$ cat src/rtl/serial_tx_pkg.sv
// Shared definitions for the serial_tx4 frame transmitter.
//   state_t        : transmitter FSM states (3-bit encoding)
//   LINE_IDLE/START: serial line levels
//   DEF_*          : default WIDTH / CLKS_PER_BIT
//   cnt_width()    : counter width helper, clog2(n) with a minimum of 1
package serial_tx_pkg;

    typedef enum logic [2:0] {
        ST_IDLE   = 3'd0,
        ST_START  = 3'd1,
        ST_DATA   = 3'd2,
        ST_PARITY = 3'd3,
        ST_STOP   = 3'd4
    } state_t;

    localparam logic LINE_IDLE  = 1'b1;
    localparam logic LINE_START = 1'b0;

    localparam int DEF_WIDTH        = 4;
    localparam int DEF_CLKS_PER_BIT = 4;

    function automatic int cnt_width(input int n);
        return (n <= 1) ? 1 : $clog2(n);
    endfunction

endpackage

$ cat src/rtl/serial_tx4_bit_timer.sv
// Bit-period timer for serial_tx4.
//   clk   : rising-edge clock
//   reset : asynchronous active-low reset
//   clr   : synchronous clear (frame acceptance)
//   tick  : high on the terminal count of each CLKS_PER_BIT-cycle period
// With CLKS_PER_BIT=1 the counter is omitted and tick is constant 1.
module bit_timer
    import serial_tx_pkg::*;
#(
    parameter int CLKS_PER_BIT = DEF_CLKS_PER_BIT
) (
    input  logic clk,
    input  logic reset,
    input  logic clr,
    output logic tick
);

    generate
        if (CLKS_PER_BIT <= 1) begin : g_bypass
            assign tick = 1'b1;
        end else begin : g_count
            localparam int TW = cnt_width(CLKS_PER_BIT);
            localparam logic [TW-1:0] TLAST = TW'(CLKS_PER_BIT - 1);

            logic [TW-1:0] timer;

            always_ff @(posedge clk or negedge reset) begin
                if (!reset) begin
                    timer <= '0;
                end else if (clr || (timer == TLAST)) begin
                    timer <= '0;
                end else begin
                    timer <= timer + 1'b1;
                end
            end

            assign tick = (timer == TLAST);
        end
    endgenerate

endmodule

$ cat src/rtl/serial_tx4.sv
// Parallel-in, serial-out frame transmitter.
// Frame: start bit (0), WIDTH data bits LSB-first, optional even parity,
// stop bit (1); every bit is held CLKS_PER_BIT cycles.
//   clk   : rising-edge clock
//   reset : asynchronous active-low reset
//   load  : send request, accepted only while ready=1
//   d     : parallel data word
//   ready : idle and able to accept load
//   busy  : frame in progress (always ~ready)
//   tx    : serial line, idles high
//   done  : one-cycle pulse in the first idle cycle after the stop bit
// Define SERIAL_TX4_PARITY_EN to insert an even-parity bit before stop.
module serial_tx4
    import serial_tx_pkg::*;
#(
    parameter int WIDTH        = DEF_WIDTH,
    parameter int CLKS_PER_BIT = DEF_CLKS_PER_BIT
) (
    input  logic             clk,
    input  logic             reset,
    input  logic             load,
    input  logic [WIDTH-1:0] d,
    output logic             ready,
    output logic             busy,
    output logic             tx,
    output logic             done
);

    localparam int BW = cnt_width(WIDTH);
    localparam logic [BW-1:0] LAST_BIT = BW'(WIDTH - 1);

    state_t           state;
    logic [WIDTH-1:0] sr;
    logic [WIDTH-1:0] sr_next;
    logic [BW-1:0]    bitcnt;
    logic             tick;
    logic             accept;
`ifdef SERIAL_TX4_PARITY_EN
    logic             parity;
`endif

    assign accept  = (state == ST_IDLE) && load;
    assign sr_next = sr >> 1;

    bit_timer #(.CLKS_PER_BIT(CLKS_PER_BIT)) u_timer (
        .clk   (clk),
        .reset (reset),
        .clr   (accept),
        .tick  (tick)
    );

    // tx is loaded with the level of the state being entered, so the line
    // changes on the same edge as the state register.
    always_ff @(posedge clk or negedge reset) begin
        if (!reset) begin
            state  <= ST_IDLE;
            tx     <= LINE_IDLE;
            ready  <= 1'b1;
            busy   <= 1'b0;
            done   <= 1'b0;
            bitcnt <= '0;
            sr     <= '0;
`ifdef SERIAL_TX4_PARITY_EN
            parity <= 1'b0;
`endif
        end else begin
            done <= 1'b0;
            case (state)
                ST_IDLE: begin
                    tx    <= LINE_IDLE;
                    ready <= 1'b1;
                    busy  <= 1'b0;
                    if (load) begin
                        sr    <= d;
`ifdef SERIAL_TX4_PARITY_EN
                        parity <= ^d;
`endif
                        state <= ST_START;
                        tx    <= LINE_START;
                        ready <= 1'b0;
                        busy  <= 1'b1;
                    end
                end
                ST_START: begin
                    if (tick) begin
                        state  <= ST_DATA;
                        tx     <= sr[0];
                        bitcnt <= '0;
                    end
                end
                ST_DATA: begin
                    if (tick) begin
                        sr <= sr_next;
                        if (bitcnt == LAST_BIT) begin
`ifdef SERIAL_TX4_PARITY_EN
                            state <= ST_PARITY;
                            tx    <= parity;
`else
                            state <= ST_STOP;
                            tx    <= LINE_IDLE;
`endif
                        end else begin
                            bitcnt <= bitcnt + 1'b1;
                            tx     <= sr_next[0];
                        end
                    end
                end
`ifdef SERIAL_TX4_PARITY_EN
                ST_PARITY: begin
                    if (tick) begin
                        state <= ST_STOP;
                        tx    <= LINE_IDLE;
                    end
                end
`endif
                ST_STOP: begin
                    if (tick) begin
                        state <= ST_IDLE;
                        tx    <= LINE_IDLE;
                        ready <= 1'b1;
                        busy  <= 1'b0;
                        done  <= 1'b1;
                    end
                end
                default: begin
                    state <= ST_IDLE;
                    tx    <= LINE_IDLE;
                    ready <= 1'b1;
                    busy  <= 1'b0;
                end
            endcase
        end
    end

endmodule

$ cat config.mk
export PLATFORM = sky130hd
export DESIGN_NAME = serial_tx4
export DESIGN_NICKNAME = d
export VERILOG_FILES = /design/src/rtl/serial_tx_pkg.sv /design/src/rtl/serial_tx4_bit_timer.sv /design/src/rtl/serial_tx4.sv
export SDC_FILE = /design/constraint.sdc
export NUM_CORES = 1
export LEC_CHECK = 0
export ABC_AREA = 1
export CAP_MARGIN = 20
export CORE_AREA = 3 3 40 42
export CTS_CLUSTER_DIAMETER = 60
export DETAILED_ROUTE_END_ITERATION = 12
export DIE_AREA = 0 0 43 45
export DONT_BUFFER_PORTS = 1
export GPL_TIMING_DRIVEN = 0
export PLACE_DENSITY = 0.71
export SLEW_MARGIN = 0
export SYNTH_ARGS = -nofsm -noshare
export SYNTH_HDL_FRONTEND = slang
export SYNTH_SLANG_ARGS = --single-unit
$ cat constraint.sdc
create_clock -name clk -period 1.75 [get_ports clk]
set_input_delay 0.35 -clock clk [delete_from_list [all_inputs] [get_ports clk]]
set_output_delay 0.35 -clock clk [all_outputs]
set_load 0.1 [all_outputs]
==> key figures <==
Logic synthesis
  • Synth Instances: 86
  • Avg Synthesized Cell Area: 8.584 um2
  • Sequential area share after synthesis: 0.5119
  • Yosys reg bits: 15
  • Synth warn: 0
  • Post-synth ARST share: 1.000
  • Netlist cell types: 21
  • Number of synthesized flops with an enable pin: 0
  • Top cells by count, synth: nand2_1, dfrtp_1, inv_1, o21ai_0, nand3_1
  • Ranking of synthesized cells by area: dfrtp_1, nand2_1, o21ai_0, dfstp_2, inv_1
  • Most numerous cell in the Yosys netlist: nand2_1
  • Synth top area share: 0.4407
  • Largest area contributor in the netlist: dfrtp_1
  • Synthesized area: 738.2 um2
  • Syn Nets: 95
  • Main synth FF type: dfrtp_1

STA
  • RSZ-0062 raised after global routing: no
  • Endpoints failing setup: 0
  • Worst-Margin Slew: ~890 ps
  • Max_slew headroom: 0.4073
  • Fin Setup TNS: 0 ps
  • F_max: 0.6398 GHz
  • Post-layout minimum cycle time: 1563 ps
  • Final slew viol count: 0
  • Final hold vios: 0
  • Final worst path period share: 0.8931
  • Worst Clk Skew: approximately 1.2 ps

Floorplanning
  • Initial Util: 0.5745
  • Die W: 43 um
  • # IOs: 11
  • Die Y: 45 um
  • Row cnt: 13
  • Die area: between 1500 and 2000 um2
  • Core Area: 1285 um2

Worst setup path
  • Crit Path Class: flip-flop to primary output
  • Worst reg2reg path endpoint: state[1]
  • CP Launch Point: busy
  • Cells on worst reg2reg path: 7
  • CP startpoint kind: flip-flop
  • Arrival time worst endpoint: between 1000 and 1500 ps
  • Setup crit end: busy
  • Crit end category: primary output
  • Worst reg2reg startpoint: u_timer.g_count.timer[0]
  • Required @ worst endpoint: 1400 ps
  • Max FO, Critical Path: 2
  • R2r setup slk: 290 ps
  • Critical path depth: 0

Clock network
  • Clk_lat worst skew: about 280 ps
  • CTS root buf: clkbuf_4
  • Total CTS buffers: 3
  • Clk sink count: 15
  • Hold_buf cts: 1
  • Worst-path clk slew: 80 ps
  • Post-CTS Resized: 0
  • Clock buffer depth: 2
  • H-tree depth: 1
  • CTS tree: done
  • Setup bufs post-CTS: 0

Drt
  • DRT Pass-1 Iters: 4
  • Total vias in the final route: 562
  • Drt drc: 0
  • Drt wl/cell: 12.09 um
  • Post-DRT Antenna Nets: 0
  • Via-to-Cell Ratio: about 5.3
  • DRC marker count from the first detailed-route iteration: 8
  • Total wire length: between 1000 and 1500 um

GRT
  • Initial antenna violation count: 0
  • Global-route usage over all layers: 0.1604
  • Number of global-route vias before repair: 546
  • Total gr overflow: 0
  • First-pass GRT wire length: 2311 um
  • Largest net degree at the start of global routing: 16

Hold path
  • Worst min path class: input port to flip-flop
  • Min-Delay Path Depth: 2
  • Hold wc startpoint: d[3]

Status
  • Status: finished clean

Cells and area
  • Layout Nets: 101
  • Number of diodes: 0
  • Area of the multi-input gates: roughly 300 um2
  • Register area: 377.9 um2
  • Syn-to-layout area delta: 7.458%
  • Share of cells above drive strength 1: 0.1538
  • Fillers: about 110

Placed design
  • Detailed placement HPWL: 952.8 um
  • I/O Buffers: 0
  • Placer Congestion: 0.7884

Job
  • Max capacitance violation total: 0
==> cell usage in the layout, fill, tap and decap left out <==
cell type	netlist	layout
a21oi_1	2	2
and3_1	1	1
buf_6	1	1
clkbuf_1	0	1
clkbuf_4	0	3
dfrtp_1	13	13
dfstp_2	2	2
dlygate4sd3_1	0	1
ha_1	2	2
inv_1	12	12
inv_2	1	1
nand2_1	17	17
nand2_2	3	3
nand3_1	8	8
nand3_2	2	2
nand3b_1	1	1
nand4_1	1	1
nor2_1	3	3
nor2_2	1	1
nor3_1	1	1
nor4_1	1	1
o21ai_0	12	12
o21ai_1	1	1
o21ai_2	1	1
==> cell type report <==
class | count | share of cell area
plain buffers | 1 | 0.01420
flip-flops and latches | 15 | 0.4763
repair buffers | 1 | 0.01262
multi-input cells | 57 | 0.3785
inverters | 13 | 0.06151
well taps | 15 | 0.02366
clock buffers | 4 | 0.03312
==> registers in the layout, indices dropped and copies added (netlist names) <==
signal / count
u_timer.g_count.timer: 2
busy: 1
state: 3
tx: 1
done: 1
sr: 4
ready: 1
bitcnt: 2
==> per-layer routing <==
| layer | part of all wire | up-vias | track usage |
|---|---|---|---|
| li1 | - | 290 | - |
| met1 | 0.48 | 258 | 0.2117 |
| met2 | 0.45 | 12 | 0.2515 |
| met3 | 0.052 | 2 | 0.03984 |
| met4 | 0.011 | 0 | 0.07229 |
| met5 | 0 | - | 0 |
==> worst min path at each step <==
stage / end
floorplan: bitcnt[0]
global placement: busy
global route: sr[3]
detailed placement: busy
finish: sr[3]
CTS: sr[3]
==> kinds of logic (layout without fill, tap and decap cells) <==
| group | after synthesis | after routing | share of synthesized area |
|---|---|---|---|
| AO/OA/AOI/OAI | 16 | 16 | 0.1136 |
| adder cells (fa/ha/maj) | 2 | 2 | 0.03389 |
| buffers and inverters | 14 | 19 | 0.08135 |
| AND/OR/NAND/NOR | 39 | 39 | 0.2593 |
| flip-flops | 15 | 15 | 0.5119 |
==> metrics by stage <==
| stage | area, um2 | cells | util | hold slack, ps | setup slack, ps |
|---|---|---|---|---|---|
| floorplan | 738.2 | 86 | - | 54.41 | 472.6 |
| global placement | 757.0 | 101 | 0.5891 | 54.76 | 294.3 |
| detailed placement | 757.0 | 101 | 0.5891 | 54.78 | 302.8 |
| CTS | 793.3 | 106 | 0.6173 | 205.7 | 173.2 |
| global route | 793.3 | 106 | 0.6173 | 203.2 | 141.4 |
| finish | 793.3 | 106 | 0.6173 | 217.3 | 187.1 |
Power is left out: the tool's default activity adds up to more than one toggle a clock period on the data nets, which glitch-free logic cannot reach.
